==> config.mk <==
export PLATFORM = sky130hd
export DESIGN_NAME = vending
export DESIGN_NICKNAME = d
export VERILOG_FILES = /design/src/rtl/vending_pkg.sv /design/src/rtl/vending_coin_decode.sv /design/src/rtl/vending.sv
export SDC_FILE = /design/constraint.sdc
export NUM_CORES = 1
export LEC_CHECK = 0
export BUFFER_PORTS_ARGS = -buffer_cell sky130_fd_sc_hd__buf_2
export CAP_MARGIN = 20
export CORE_AREA = 2 2 39 41
export DETAILED_ROUTE_END_ITERATION = 10
export DIE_AREA = 0 0 41 43
export GPL_TIMING_DRIVEN = 0
export HOLD_SLACK_MARGIN = 0.05
export PLACE_DENSITY = 0.44
export SLEW_MARGIN = 20
export SYNTH_ARGS = -nofsm -noshare
export SYNTH_HDL_FRONTEND = slang
export SYNTH_HIERARCHICAL = 1
export SYNTH_SLANG_ARGS = --single-unit
==> constraint.sdc <==
create_clock -name clk -period 2.5 [get_ports clk]
set_input_delay 0 -clock clk [delete_from_list [all_inputs] [get_ports clk]]
set_output_delay 0 -clock clk [all_outputs]
set_load 0.005 [all_outputs]
==> src/rtl/vending_pkg.sv <==
// Shared types and constants for the vending controller.
package vending_pkg;

  // Credit states; encoding 2'b11 is unused and recovers to S0.
  typedef enum logic [1:0] {
    S0  = 2'd0,
    S5  = 2'd1,
    S10 = 2'd2
  } state_t;

  // Coin decode result for one rising edge.
  typedef enum logic [1:0] {
    NONE    = 2'd0,
    C5      = 2'd1,
    C10     = 2'd2,
    INVALID = 2'd3
  } coin_t;

  localparam logic [4:0] PRICE   = 5'd15;
  localparam logic [4:0] COIN_LO = 5'd5;
  localparam logic [4:0] COIN_HI = 5'd10;
  localparam logic [4:0] CHANGE  = 5'd5;

  // Value of a coin in units; no coin and an invalid coin are worth nothing.
  function automatic logic [4:0] coin_value(input coin_t coin);
    case (coin)
      C5:      coin_value = COIN_LO;
      C10:     coin_value = COIN_HI;
      default: coin_value = 5'd0;
    endcase
  endfunction

  // Credit held in a given state.
  function automatic logic [4:0] state_credit(input state_t s);
    case (s)
      S5:      state_credit = COIN_LO;
      S10:     state_credit = COIN_HI;
      default: state_credit = 5'd0;
    endcase
  endfunction

endpackage

==> src/rtl/vending_coin_decode.sv <==
// Maps the raw coin-acceptor lines to a coin type for this edge.
module vending_coin_decode
  import vending_pkg::*;
(
  input  logic  c5,
  input  logic  c10,
  output coin_t coin
);

  // Both lines high at once is treated as an invalid coin and ignored downstream.
  always_comb begin
    coin = NONE;
    case ({c5, c10})
      2'b10:   coin = C5;
      2'b01:   coin = C10;
      2'b11:   coin = INVALID;
      default: coin = NONE;
    endcase
  end

endmodule

==> src/rtl/vending.sv <==
// Vending controller: accumulates 5/10-unit coins toward a 15-unit price,
// pulses p_out on a sale and c_out when 5 units of change are due.
module vending
  import vending_pkg::*;
(
  input  logic clk,
  input  logic rst,
  input  logic c5,
  input  logic c10,
  output logic p_out,
  output logic c_out
);

  coin_t      coin;
  state_t     state;
  logic [4:0] total;

  vending_coin_decode u_decode (
    .c5   (c5),
    .c10  (c10),
    .coin (coin)
  );

  // Credit that would be held if this edge's coin were accepted.
  always_comb begin
    total = state_credit(state) + coin_value(coin);
  end

  // State register and one-cycle dispense/change pulses; reset drops any credit.
  always_ff @(posedge clk or negedge rst) begin
    if (!rst) begin
      state <= S0;
      p_out <= 1'b0;
      c_out <= 1'b0;
    end else begin
      p_out <= 1'b0;
      c_out <= 1'b0;
      if (state != S0 && state != S5 && state != S10) begin
        state <= S0;
      end else if (coin == C5 || coin == C10) begin
        if (total >= PRICE) begin
          state <= S0;
          p_out <= 1'b1;
          c_out <= ((total - PRICE) == CHANGE);
        end else if (total == COIN_HI) begin
          state <= S10;
        end else begin
          state <= S5;
        end
      end
    end
  end

endmodule

; After elaboration in Yosys (flattened, before gate mapping)
; Index checks and enable logic that the tools add are counted.
[classes]
n_addsub = 2
mul = 0
n_div = 0
order_cmp = 1
eq_ne = 11
shifts = 0
mux = 13
bitwise = 0
reduce_logical = 5
[op_table]
columns = op, n
row1 = 4-bit one-hot mux with 2 select lines, 2
row2 = 2-bit == test (second input constant), 4
row3 = 2-bit two-way mux, 4
row4 = 2-bit by 1-bit == test with 1-bit output (second input constant), 3
row5 = 1-bit two-way mux, 6
row6 = 2-bit one-hot mux with 3 select lines, 1
row7 = 5-bit adder, 1
row8 = 5-bit by 3-bit == test with 1-bit output (second input constant), 1
row9 = 5-bit by 4-bit == test with 1-bit output (second input constant), 1
row10 = 5-bit by 4-bit >= comparator with 1-bit output (second input constant), 1
row11 = 5-bit by 4-bit subtractor with 5-bit output (second input constant), 1
row12 = 2-bit nonzero test, 2
row13 = 1-bit logical AND, 2
row14 = 2-bit by 1-bit != test with 1-bit output (second input constant), 1
row15 = 2-bit != test (second input constant), 1
row16 = 1-bit logical OR, 1
[word_totals]
ff_bits = 4
latchBits = 0
mem_bits_rw = 0
mem_bits_ro = 0
inputBits = 4
output_inout_bits = 2
elab_cells = 35
memories = 0

; Longest topological paths before layout
; Gate-level depths: netlist of the first run.
[depth]
ltp_word = 10
mapped_depth = 11
depth_no_buf = 10

; Modules after synthesis
; The synthesis of the first run kept the hierarchy.
[modules_own_cells]
columns = module, n_inst, cells_per_inst, area_per_inst_um2, seq_area_each_um2
row1 = vending, 1, 32, 331.6, 100.1
row2 = vending_coin_decode, 1, 2, 7.5, 0.0

; Least setup slack after synthesis of the first run
; Ideal clock, no wire load.
[synth_path]
path_type = flip-flop to flip-flop
from = reg state[0]
to = reg state[0]
setup_time_ns = 0.076
t_arrival_ns = 2.334
t_required_ns = 2.424
path_slack_ns = 0.089
path_stages_with_launch = 10
n_path_buf = 0
synth_period_minus_slack_ns = 2.411
cell_sequence = dfrtp_1 -> nor2b_1 -> ha_1 -> fa_1 -> and4b_1 -> and2_2 -> ha_1 -> a2111oi_2 -> o21ai_1 -> o21ai_1
[synth_between]
elab_chain_len = 8
elab_cells_between_ends = 16
cone_classes = add/sub: 1 / order compare: 1 / eq/ne: 5 / mux: 5 / reduce/logical: 4
[synth_rtl]
columns = item, line_no
row1 = from (decl), vending.sv:15  ; state_t state;
row2 = from (signal assigned), vending.sv:32  ; state <= S0;
row3 = from (signal assigned), vending.sv:39  ; state <= S0;
row4 = from (signal assigned), vending.sv:42  ; state <= S0;
row5 = branches (longest 8 deep; another with 5-bit adder), -
; Several ways; the timed one is not identified. The select of a mux whose other input is x is not followed.
; A chain may end at the register's enable or synchronous reset.

; Final worst setup path of the first run
; Ends and elaborated chain as after synthesis.

==> results of run 1 <==
[synthesized netlist by cell type (all sizes together)]
cell type	number	area (um2)
ha	5	62.56
dfrtp	4	100.1
inv	3	11.26
o21ai	3	15.01
clkbuf	2	7.510
nor2b	2	12.51
nor4	2	12.51
a2111oi	1	15.01
a21oi	1	5.000
and2	1	7.510
and3	1	6.260
and4b	1	10.01
fa	1	20.02
mux2i	1	10.01
nand2b	1	6.260
nand3b	1	7.510
nor3	1	5.000
o21a	1	7.510
o31a	1	8.760
xnor2	1	8.760
[metal layers]
metal	wire (um)	track usage (%)	vias to the layer above	share of wire [%]
met5	0	0	-	0
met4	48	12.00	0	6.6
met3	35	3.141	5	4.8
met2	413	18.75	7	57
met1	228	7.348	144	31
li1	-	-	149	-
[layout by cell type (no fill, tap or decap), drive strengths merged]
master       netlist  layout
nor4               2       2
nor3               1       1
nand2b             1       1
a21oi              1       1
fa                 1       1
mux2i              1       1
nand3b             1       1
o21a               1       1
clkbuf             2       5
xnor2              1       1
dlygate4sd3        0       1
o21ai              3       3
and4b              1       1
dfrtp              4       4
a2111oi            1       1
inv                3       3
and3               1       1
and2               1       1
nor2b              2       2
ha                 5       5
buf                0      10
o31a               1       1
[worst max-delay path, stage by stage (launching register included)]
cell	delay [ps]
dfrtp_2	410
nor2b_2	150
ha_2	180
fa_1	480
and4b_1	240
and2_4	160
ha_4	160
a2111oi_4	260
o21ai_1	100
o21ai_1	140
[state kept, by name (all words and copies together) (netlist names)]
name   flops
state      2
c_out      1
p_out      1
[final cells by class]
cell class | count | area share, %
Inverter | 3 | 2.284
Buffer | 2 | 1.523
Multi-Input combinational cell | 25 | 51.02
Clock buffer | 3 | 4.569
Sequential cell | 4 | 20.81
Timing Repair Buffer | 11 | 15.74
Tap cell | 16 | 4.061
[through the flow]
stage / hold slack, ps / std cells
2_1_floorplan: -295.6 / 34
3_3_place_gp: -192.2 / 53
3_5_place_dp: -190.0 / 53
4_1_cts: 94.68 / 59
5_1_grt: 105.7 / 64
6_report: 94.57 / 64
[power by group through the flow]
stage | registers [mW] | clock network, mW | logic [mW]
CTS | 0.102 | 0.0849 | 0.184
finish | 0.100 | 0.0855 | 0.244
global placement | 0.106 | 0 | 0.151
global route | 0.103 | 0.0931 | 0.273
floorplan | 0.103 | 0 | 0.123
detailed placement | 0.108 | 0 | 0.154
[cells by family (layout without fill, tap and decap cells)]
kind of cell    after synthesis  in the layout  share of synthesized area (%)
mux                           1              1                          2.952
fa+ha+maj                     6              6                          24.35
compound gates                7              7                          15.13
buf+inv                       5             19                          5.536
simple gates                 10             10                          19.93
xor+xnor                      1              1                          2.583
flops                         4              4                          29.52
[worst paths after layout]
path                            end  slack (ps)  cells past startpoint     start
setup reg to reg           state[0]         130                      9  state[0]
hold / removal             state[1]          90                      2       rst
min in group clk           state[1]         300                      3       c10
hold reg to reg            state[0]         600                      2  state[1]
max in group asynchronous  state[0]        2270                      2       rst
setup / recovery           state[0]         130                      9  state[0]
[timing repair]
item                                   in CTS  in global routing
setup buffers                               2                  5
cloned                                      0                  0
endpoints found under the hold margin       4                  0
hold buffers                                1                  0
pin swaps                                   1                  4
setup endpoints to repair                   2                  2
gates resized for setup                     3                  5
==> flow_metrics.env, run 1 <==
export IMPL_status="complete, no violations"
export IMPL_dieHeight_um=43
export IMPL_p_switching_uw=151.8
export IMPL_cts_buffers_inserted=3
export IMPL_fin_skew_ps=5.872
export IMPL_pin_count=6
export IMPL_cts_sinks=4
export IMPL_via_per_inst=4.766
export IMPL_start_util_pct=24.50
export IMPL_wl_um=725
export IMPL_antenna_found_initial=0
export IMPL_ys_seq_elements=4
export IMPL_postRouteAntennaNets=0
export IMPL_required_ps=2670
export IMPL_synth_cell_types=21
export IMPL_grtUsageTotal_pct=10.72
export IMPL_crit_type="reg -> reg"
export IMPL_drtIter0Drc=0
export IMPL_drt_first_pass_iters=1
export IMPL_clk_latency_ps=250
export IMPL_hold_viol_final=0
export IMPL_multi_input_area_um2=251.5
export IMPL_p_leak_nw=0.2302
export IMPL_tns_ps=0
export IMPL_cts_tree="built"
export IMPL_seq_area_um2=102.6
export IMPL_postSynthCellCount=34
export IMPL_die_width_um=41
export IMPL_h_tree_depth=1
export IMPL_fin_area_um2=493.0
export IMPL_gp_congestion=0.6838
export IMPL_ys_seq_area_share_pct=29.52
export IMPL_pwr_share_comb_pct=56.8
export IMPL_setup_violations=0
export IMPL_max_freq_mhz=422.2
export IMPL_grt_overflow_total=0
export IMPL_grt_pass1_wl_mm=1.193
export IMPL_drive_gt1_share_pct=41.67
export IMPL_drv_cap=0
export IMPL_synth_warnings=6
export IMPL_clock_root_buffer="clkbuf_4"
export IMPL_slew_viol_final=0
export IMPL_post_drt_wl_per_cell_um=11.33
export IMPL_io_buffers=3
export IMPL_worstSetupEndpointType="register"
export IMPL_drc=0
export IMPL_clkTransAtPathRegs_ps=40
export IMPL_rsz0062_at_grt="no"
export IMPL_period_share_pct=94.75
export IMPL_crit_fanout=3
export IMPL_power_frac_seq_pct=23.3
export IMPL_die_area_um2=1763
export IMPL_nets=60
export IMPL_diodes=0
export IMPL_placed_area_um2=374.1
export IMPL_p_sw_share_pct=35.32
export IMPL_arrival_ps=2540
export IMPL_synthesis_area_um2=339.1
export IMPL_fin_ws_ps=131.2
export IMPL_crit_path_start_kind="register"
export IMPL_grt_max_degree=7
export IMPL_clk_path_buf_depth=2
export IMPL_hold_path_class="in -> async"
export IMPL_fill_cells=146
export IMPL_relSlewSlack_pct=82.68
export IMPL_vias=305
export IMPL_finalPower_uw=429.8
export IMPL_pwr_share_clk_pct=19.9
export IMPL_rows=14
export IMPL_area_delta_synth_final_pct=45.39
export IMPL_p_int_uw=278.0
export IMPL_cellPowerDensity_nw_per_um2=871.9
export IMPL_syn_avg_cell_area_um2=9.973
export IMPL_dp_hpwl_um=526.4
export IMPL_pre_cts_ws_ps=-107.3
export IMPL_core_um2=1384
export IMPL_postLayoutCoreUtil_pct=35.62
export IMPL_fin_crit_ps=2369
export IMPL_syn_nets=44
export IMPL_vdd_drop_max_mv=0.2053
export IMPL_worst_pin_slew_ps=257.4
export IMPL_grt_pass1_vias=326
(Power assumes the default switching activity.)
==> run 2: changes to the inputs <==
--- a/config.mk
+++ b/config.mk
@@ -5,6 +5,7 @@
 export SDC_FILE = /design/constraint.sdc
 export NUM_CORES = 1
 export LEC_CHECK = 0
+export ABC_AREA = 1
 export BUFFER_PORTS_ARGS = -buffer_cell sky130_fd_sc_hd__buf_2
 export CAP_MARGIN = 20
 export CORE_AREA = 2 2 39 41
@@ -12,7 +13,7 @@
 export DIE_AREA = 0 0 41 43
 export GPL_TIMING_DRIVEN = 0
 export HOLD_SLACK_MARGIN = 0.05
-export PLACE_DENSITY = 0.44
+export PLACE_DENSITY = 0.47
 export SLEW_MARGIN = 20
 export SYNTH_ARGS = -nofsm -noshare
 export SYNTH_HDL_FRONTEND = slang
==> flow_metrics.env, run 2 <==
export IMPL_core_um2=1384
export IMPL_p_leak_nw=0.2482
export IMPL_synthesis_area_um2=374.1
export IMPL_layout_common_cells="inv_1, nand2_1, nor2_1"
export IMPL_synth_fa_ha_area_share_pct=22.07
export IMPL_drv_cap=0
export IMPL_synth_top_cell_by_area="dfrtp_1"
export IMPL_max_freq_mhz=448.7
export IMPL_synth_compound_area_share_pct=3.679
export IMPL_antenna_found_initial=0
export IMPL_post_cts_resized=0
export IMPL_yosys_area_share_simple_pct=34.45
export IMPL_rows=14
export IMPL_cts_sinks=4
export IMPL_synth_top_family_by_area="simple AND/OR/NAND/NOR gates"
export IMPL_drt_first_pass_iters=2
export IMPL_fin_skew_ps=3.124
export IMPL_via_per_inst=4.068
export IMPL_arrival_ps=2390
export IMPL_largest_register_ffs=2
export IMPL_synth_cell_types=16
export IMPL_fin_ws_ps=271.4
export IMPL_pre_cts_ws_ps=277.5
export IMPL_postRouteAntennaNets=0
export IMPL_vias=301
export IMPL_post_drt_wl_per_cell_um=7.878
export IMPL_ys_seq_elements=4
export IMPL_clock_root_buffer="clkbuf_4"
export IMPL_grt_pass1_vias=300
export IMPL_synth_warnings=6
export IMPL_crit_path_start_kind="register"
export IMPL_drtIter0Drc=2
export IMPL_fill_cells=157
export IMPL_synth_edff_count=0
export IMPL_wl_um=583
export IMPL_pin_count=6
export IMPL_crit_fanout=3
export IMPL_synth_async_sr_flop_share_pct=100.0
export IMPL_h_tree_depth=1
export IMPL_vdd_drop_max_mv=0.1059
export IMPL_clkTransAtPathRegs_ps=40
export IMPL_setup_violations=0
export IMPL_dp_hpwl_um=509.3
export IMPL_drc=0
export IMPL_rsz0062_at_grt="no"
export IMPL_syn_nets=61
export IMPL_regMostFlops="state"
export IMPL_relSlewSlack_pct=82.01
export IMPL_tns_ps=0
export IMPL_required_ps=2670
export IMPL_cts_buffers_inserted=3
export IMPL_io_buffers=3
export IMPL_fin_area_um2=441.7
export IMPL_cts_tree="built"
export IMPL_worstSetupEndpointType="register"
export IMPL_hold_path_class="in -> async"
export IMPL_diodes=0
export IMPL_die_width_um=41
export IMPL_synth_area_leaders="dfrtp_1, ha_1, inv_1"
export IMPL_synth_xor_area_share_pct=0
export IMPL_area_delta_synth_final_pct=18.06
export IMPL_cellPowerDensity_nw_per_um2=579.0
export IMPL_fin_crit_ps=2229
export IMPL_die_area_um2=1763
export IMPL_synth_common_cells="inv_1, nand2_1, nor2_1, ha_1"
export IMPL_post_cts_buffers=0
export IMPL_worst_pin_slew_ps=268.8
export IMPL_synth_top_area_share_pct=26.76
export IMPL_ys_flop_type="dfrtp_1"
export IMPL_slew_viol_final=0
export IMPL_grt_max_degree=5
export IMPL_clk_latency_ps=230
export IMPL_drive_gt1_share_pct=25.86
export IMPL_period_share_pct=89.14
export IMPL_gp_congestion=0.7208
export IMPL_grtUsageTotal_pct=9.309
export IMPL_status="complete, no violations"
export IMPL_clk_path_buf_depth=2
export IMPL_hold_viol_final=0
export IMPL_start_util_pct=27.03
export IMPL_crit_type="reg -> reg"
export IMPL_syn_avg_cell_area_um2=7.335
export IMPL_postCtsHoldBufs=1
export IMPL_postSynthCellCount=51
export IMPL_grt_overflow_total=0
export IMPL_dieHeight_um=43
export IMPL_synthMuxAreaShare_pct=0
export IMPL_nets=70
export IMPL_placed_area_um2=409.1
export IMPL_reg_largest_list="state x2, c_out x1, p_out x1"
export IMPL_ys_seq_area_share_pct=26.76
export IMPL_grt_pass1_wl_mm=1.090
## run 2: changes by cell type after synthesis, moves of 4 or more
cell and change:
nand2_1 +10, inv_1 +7, nor2_1 +6, nand2_2 +4
## run 2: power by group
part           leakage [nW]  switching (mW)  internal [mW]
clock                0.0138          0.0253         0.0536
sequential           0.0528         0.00556         0.0743
combinational         0.182          0.0583         0.0387
total                 0.248          0.0892          0.167
## run 2: layout make-up
| cell class | count | area, um2 | share of cell area (%) |
|---|---|---|---|
| multi-input combinational | 34 | 225.2 | 50.99 |
| tap | 16 | 20.02 | 4.533 |
| timing repair buffer | 4 | 25.02 | 5.666 |
| sequential | 4 | 100.1 | 22.66 |
| buffer | 2 | 7.507 | 1.700 |
| clock buffer | 3 | 22.52 | 5.099 |
| inverter | 11 | 41.29 | 9.348 |
## run 2: kinds of logic (layout without fill, tap and decap cells)
family | count (synthesis) | count (layout)
AND/OR/NAND/NOR | 26 | 26
buffers and inverters | 13 | 20
adder cells (fa/ha/maj) | 6 | 6
flip-flops | 4 | 4
AO/OA/AOI/OAI | 2 | 2
## run 2: critical path, stage by stage, from the launching register on
cell and delay [ps]:
dfrtp_1 390, inv_1 60, nor2_1 50, ha_1 220
fa_1 540, nand2_1 70, inv_1 60, nand3_2 90
nor2_1 100, ha_1 230, nor3_1 170, nand2_1 90
nor2_2 90
## run 2: stage by stage
stage / hold slack [ps] / cells / power, mW / util, %
3_5_place_dp: -192.4 / 70 / 0.1780 / 29.57
4_1_cts: 89.57 / 74 / 0.2630 / 31.92
2_1_floorplan: -295.6 / 51 / 0.1583 / -
3_3_place_gp: -194.1 / 70 / 0.1766 / 29.57
6_report: 96.47 / 74 / 0.2557 / 31.92
5_1_grt: 110.9 / 74 / 0.2874 / 31.92
## run 2: per-layer routing
layer | track usage, % | up-vias | share of wire (%)
met4 | 8.000 | 0 | 0
li1 | - | 166 | -
met3 | 3.141 | 0 | 4.8
met2 | 13.44 | 6 | 51
met5 | 0 | - | 0
met1 | 10.19 | 129 | 44
## run 2: path summary, 6_finish.rpt
path,depth (start not counted),start,slack (ps),to
max reg2reg,12,state[0],270,c_out
min in group clk,4,c10,170,state[1]
min,2,rst,100,state[0]
max in group asynchronous,2,rst,2290,c_out
min reg2reg,3,state[1],580,state[0]
max,12,state[0],270,c_out
